### src/rtl/aes_mask_rng.sv
// Mask source for the protected AES32 unit. It runs a 64-bit Galois LFSR with warm-up, draw budget and reseed.
// Define AES_RNG_HEALTH_EN to add stuck-state/repeat-word health checks and a HALT state.
module aes_mask_rng #(
  parameter int unsigned RAND_WIDTH      = 26,
  parameter int unsigned WARMUP_CYCLES   = 16,
  parameter int unsigned RESEED_INTERVAL = 1024,
  parameter logic [63:0] DEFAULT_SEED    = 64'hACE1_2468_9BDF_1357
) (
  input  logic                  clk_i,
  input  logic                  rst_i,
  input  logic [63:0]           seed_i,
  input  logic                  seed_valid_i,
  output logic                  seed_ready_o,
  output logic [RAND_WIDTH-1:0] rand_o,
  output logic                  rand_valid_o,
  input  logic                  rand_ready_i,
  output logic                  reseed_req_o,
  output logic                  health_err_o
);

  localparam int unsigned WarmW = $clog2(WARMUP_CYCLES + 1);
  localparam int unsigned CntW  = $clog2(RESEED_INTERVAL + 1);
  // Feedback mask for x^64+x^63+x^61+x^60+1, right-shifting form.
  localparam logic [63:0] Taps  = 64'hD800_0000_0000_0000;

`ifdef AES_RNG_HEALTH_EN
  typedef enum logic [1:0] {StWarmup, StRun, StHalt} fsm_e;
`else
  typedef enum logic [0:0] {StWarmup, StRun} fsm_e;
`endif

  function automatic logic [63:0] lfsr_adv(input logic [63:0] s);
    logic [63:0] t;
    t = s;
    for (int unsigned i = 0; i < RAND_WIDTH; i++) begin
      t = t[0] ? ((t >> 1) ^ Taps) : (t >> 1);
    end
    return t;
  endfunction

  fsm_e                  fsm_q, fsm_d;
  logic [63:0]           state_q, state_d;
  logic [WarmW-1:0]      warm_q, warm_d;
  logic [CntW-1:0]       draws_q, draws_d;
  logic [RAND_WIDTH-1:0] rand_q, rand_d;
  logic                  valid_q, valid_d;
  logic                  req_q, req_d;
  logic [63:0]           state_next;
  logic [RAND_WIDTH-1:0] word_next;
  logic                  do_update, do_load, health_fail;
`ifdef AES_RNG_HEALTH_EN
  logic                  err_q, err_d;
`endif

  always_comb begin
    fsm_d       = fsm_q;
    state_d     = state_q;
    warm_d      = warm_q;
    draws_d     = draws_q;
    rand_d      = rand_q;
    valid_d     = valid_q;
    do_update   = 1'b0;
    do_load     = 1'b0;
    health_fail = 1'b0;
    state_next  = lfsr_adv(state_q);
    word_next   = state_next[RAND_WIDTH-1:0];
`ifdef AES_RNG_HEALTH_EN
    err_d       = err_q;
`endif

    if (valid_q && rand_ready_i && (draws_q != CntW'(RESEED_INTERVAL))) begin
      draws_d = draws_q + CntW'(1);
    end

    unique case (fsm_q)
      StWarmup: begin
        do_update = 1'b1;
        if (warm_q == WarmW'(WARMUP_CYCLES - 1)) begin
          do_load = 1'b1;
        end else begin
          warm_d = warm_q + WarmW'(1);
        end
      end
      StRun: begin
        if (!valid_q || rand_ready_i) begin
          do_update = 1'b1;
          do_load   = 1'b1;
        end
      end
`ifdef AES_RNG_HEALTH_EN
      StHalt: ;
`endif
      default: ;
    endcase

`ifdef AES_RNG_HEALTH_EN
    health_fail = do_update && ((state_next == 64'h0) || (word_next == rand_q));
    if (health_fail) begin
      fsm_d   = StHalt;
      valid_d = 1'b0;
      err_d   = 1'b1;
    end
`endif

    if (do_update && !health_fail) begin
      state_d = state_next;
      if (do_load) begin
        rand_d  = word_next;
        valid_d = 1'b1;
        fsm_d   = StRun;
      end
    end

    req_d = (draws_d == CntW'(RESEED_INTERVAL));

    // Seed wins over generation; a transfer in the same cycle still reaches the consumer.
    if (seed_valid_i) begin
      state_d = (seed_i == 64'h0) ? DEFAULT_SEED : seed_i;
      fsm_d   = StWarmup;
      warm_d  = '0;
      valid_d = 1'b0;
      draws_d = '0;
      req_d   = 1'b0;
`ifdef AES_RNG_HEALTH_EN
      err_d   = 1'b0;
`endif
    end
  end

  always_ff @(posedge clk_i) begin
    if (rst_i) begin
      fsm_q   <= StWarmup;
      state_q <= DEFAULT_SEED;
      warm_q  <= '0;
      draws_q <= '0;
      rand_q  <= '0;
      valid_q <= 1'b0;
      req_q   <= 1'b0;
`ifdef AES_RNG_HEALTH_EN
      err_q   <= 1'b0;
`endif
    end else begin
      fsm_q   <= fsm_d;
      state_q <= state_d;
      warm_q  <= warm_d;
      draws_q <= draws_d;
      rand_q  <= rand_d;
      valid_q <= valid_d;
      req_q   <= req_d;
`ifdef AES_RNG_HEALTH_EN
      err_q   <= err_d;
`endif
    end
  end

  assign seed_ready_o = 1'b1;
  assign rand_o       = rand_q;
  assign rand_valid_o = valid_q;
  assign reseed_req_o = req_q;
`ifdef AES_RNG_HEALTH_EN
  assign health_err_o = err_q;
`else
  assign health_err_o = 1'b0;
`endif

endmodule

### config.mk
export PLATFORM = sky130hd
export DESIGN_NAME = aes_mask_rng
export DESIGN_NICKNAME = d
export VERILOG_FILES = /design/src/rtl/aes_mask_rng.sv
export SDC_FILE = /design/constraint.sdc
export NUM_CORES = 1
export LEC_CHECK = 0
export ABC_AREA = 1
export CAP_MARGIN = 20
export CORE_MARGIN = 5
export CORE_UTILIZATION = 50
export DETAILED_ROUTE_END_ITERATION = 7
export PLACE_DENSITY = 0.76
export SLEW_MARGIN = 20
export SYNTH_ARGS = -nofsm -noshare
export SYNTH_HDL_FRONTEND = slang
export SYNTH_SLANG_ARGS = --single-unit
### constraint.sdc
create_clock -name clk_i -period 3.1 [get_ports clk_i]
set_input_delay 0.62 -clock clk_i [delete_from_list [all_inputs] [get_ports clk_i]]
set_output_delay 0.62 -clock clk_i [all_outputs]
set_load 0.005 [all_outputs]
==> run summary <==
### Status
• finished clean — outcome

### Clock tree
• clkbuf_16 — master cell of the clock root buffer
• 0 — number of buffers inserted to repair setup after CTS
• 0.35 ns — latest clock arrival within the worst-skew pair
• 0 — post-CTS resize count
• 108 — Clock Sink Count
• 0.07 ns — Clk pin slew, worst setup/hold paths
• 9 — CTS Buf Count
• built — clock tree from TritonCTS
• 0 — Post-CTS Hold Buffers
• 2 — clk buf depth
• 3 — maximum level of the CTS H-tree

### Floorplanning
• 116 microns — y dimension of the die
• 116 microns — Die W
• 38 — row count
• 13400 sq um — overall die area
• 98 — I/O pin total
• 10900 sq um — total core area
• 51.3% — starting density of the core

### Flow run
• 0 — max-cap check violation count

### Timing
• 0 ns — sum of negative setup slack
• 0 — total count of hold-check failures in the final report
• 0 — number of endpoints failing setup at the final stage
• 0 — count of final max-slew check failures
• 0.00670 ns — worst-case clock skew
• 52.4% — relative max-transition margin
• 2.06 ns — final period demand of the worst path
• false — unrepaired setup endpoints after global routing
• 0.713 ns — actual transition at the worst max-transition pin
• 486 MHz — peak clock frequency supported by timing
• 66.4% — portion of the clock cycle consumed by the worst path in the final layout

### Yosys
• 108 — flip-flop and latch count after synthesis
• 902 — syn nets
• 830 — synthesized instance count
• 0 — number of flops mapped to enable cells by yosys
• nand2_1 — dominant cell by count in the synthesized netlist
• dfxtp_1 — Synth area leader
• 38.5% — top-area cell type share of the netlist area
• 0% — ys async rst share
• dfxtp_1 — predominant post-synthesis flop cell
• dfxtp_1, nand2_1, nor2_1 — main area contributors after synthesis
• 5610 sq um — Syn Std Cell Area
• 6.76 sq um — average instance area after synthesis
• 32 — number of unique standard cell types used by synthesis
• nand2_1, nor2_1, dfxtp_1 — ranking of synthesized cells by instance count
• 0 — Yosys warning count
• 38.5% — part of the Yosys area used for sequential elements

### Cells and area
• 977 — number of nets in the finished design
• 63.8% — final core utilization
• 0 — total inserted antenna cells
• 5.60% — fraction of layout cells with a size suffix above 1
• 24.4% — relative area change from synthesis to final layout

### Global routing
• 5070 — number of global-route vias before repair
• 58 — maximum number of pins on one net before global-route repair
• 0 — initial antenna violation count
• 0 — total overflow reported by the global router
• 25.4 mm — wire length of the first global-routing pass
• 23.9% — global-route total usage across every layer

### Drt
• 15.0 microns — wire length per cell after detailed routing
• 15.7 mm — post-detailed-routing wire length
• 0 — Detail Route Antenna Nets
• 5515 — Vias
• 430 — initial drt markers
• 5.25 — mean number of vias per cell
• 5 — first-pass detailed-route iteration total
• 0 — # DRC

### Critical path
• 3.39 ns — endpoint required time on the critical path
• input port — Worst setup SP type
• clkdlybuf4s50_1 — cell with the largest stage delay on the worst path
• warm_q[0] — R2R Path Start
• 19 — Max Fanout on Critical Path
• 1.24 ns — register-to-register setup slack
• 10 — number of cell instances on the worst register-to-register path
• input port to register — start-to-end type of the worst setup path
• register — CP Capture Type
• clkdlybuf4s50_1, nor2_1, nand2_1, nor2_1, nand2_1, nor2_2, buf_4, nand2_4, nand2_2, o21ai_0, nand2_1 — cell chain of the critical path
• 2.35 ns — data arrival at the endpoint of the critical path
• 0.46 ns — delay of the slowest critical-path stage
• warm_q[3] — RR Endpoint
• nand2_1 — most used cell along the critical path

### Power
• 38.3% — part of the total power dissipated in the clock network
• 2.44 mW — Power Internal
• 15.2% — part of the total power dissipated in combinational logic
• 0.000297 V — VDD IR-drop max
• 0.888 mW — switching pwr
• 26.7% — sw frac
• 46.5% — fraction of power consumed by sequential logic
• 2.91 nW — leakage dissipation
• 477 nW/um^2 — pwr/cell area

### Min path
• 2 — Hold Crit Depth
• state_q[54] — terminating pin of the worst hold path
• register to register — path class of the lowest-slack min-delay path
• state_q[54] — worst hold start

### Place
• 0.889 — placer congestion estimate
• 95 — port buffer count
• 11.3 mm — HPWL after DPL

## metal layers
metal	vias up	part of all wire (%)	GRT usage, %
met5	-	0	0
met3	20	8.0	4.49
met1	2485	45	34.6
met2	199	46	36.5
met4	0	1.2	6.42
li1	2811	-	-
## critical path: cells and delay by family
| kind | cells | cell delay (ns) |
|---|---|---|
| compound gates | 1 | 0.11 |
| buf+inv | 2 | 0.64 |
| simple gates | 8 | 0.98 |
## sequential cells by signal, indices dropped and copies added (netlist names)
signal        count
draws_q          11
reseed_req_o      1
rand_valid_o      1
warm_q            5
state_q          64
rand_o           26
## area by class of cell
class | instances | area [sq um]
repair buffers | 108 | 1060
clock inverters | 7 | 105
clock buffers | 9 | 225
multi-input cells | 612 | 3010
fillers | 1014 | 3960
well taps | 140 | 175
inverters | 66 | 248
flip-flops and latches | 108 | 2160
## power by group through the flow
stage	Clock [mW]	Sequential, mW	Combinational [mW]
after global placement	0	1.58	0.496
final	1.27	1.55	0.507
after CTS	1.29	1.55	0.504
after global routing	1.36	1.55	0.561
after detailed placement	0	1.58	0.497
after floorplan	0	1.55	0.331
## logic make-up after synthesis
family / Yosys count / share of synthesized area [%]
compound gates: 152 / 14.8
xor+xnor: 57 / 8.89
fa+ha+maj: 4 / 0.892
buf+inv: 110 / 7.87
flops: 108 / 38.5
other cells: 2 / 0.134
simple gates: 397 / 28.9
## through the flow
step	hold WS [ns]	area (sq um)	power, mW	setup slack (ns)	cells
2_1_floorplan	0.441	5610	1.88	1.45	830
3_3_place_gp	0.453	6650	2.07	0.708	1034
3_5_place_dp	0.463	6650	2.07	0.704	1034
4_1_cts	0.476	6980	3.34	1.06	1050
5_1_grt	0.502	6980	3.47	0.850	1050
6_report	0.477	6980	3.33	1.04	1050
## worst max-delay path by stage
| stage | from | to | cells past startpoint |
|---|---|---|---|
| after global routing | seed_i[27] | state_q[37] | 10 |
| after CTS | seed_i[47] | state_q[45] | 11 |
| final | seed_i[55] | state_q[45] | 11 |
| after floorplan | seed_i[47] | state_q[17] | 10 |
| after detailed placement | seed_i[27] | state_q[45] | 10 |
| after global placement | seed_i[27] | state_q[45] | 10 |
## layout by cell type, fill, tap and decap left out, types with 8 or more instances in the layout
master	count
nor3_1	20
dfxtp_1	108
o211ai_1	9
a21oi_1	21
xnor2_1	53
a31oi_1	26
o21ai_0	84
nand2_1	170
nor2_1	157
clkbuf_16	9
o21ai_1	8
buf_4	12
clkdlybuf4s50_1	94
nand3_1	34
inv_1	58
Note: power is estimated with default switching activity, not from simulation.
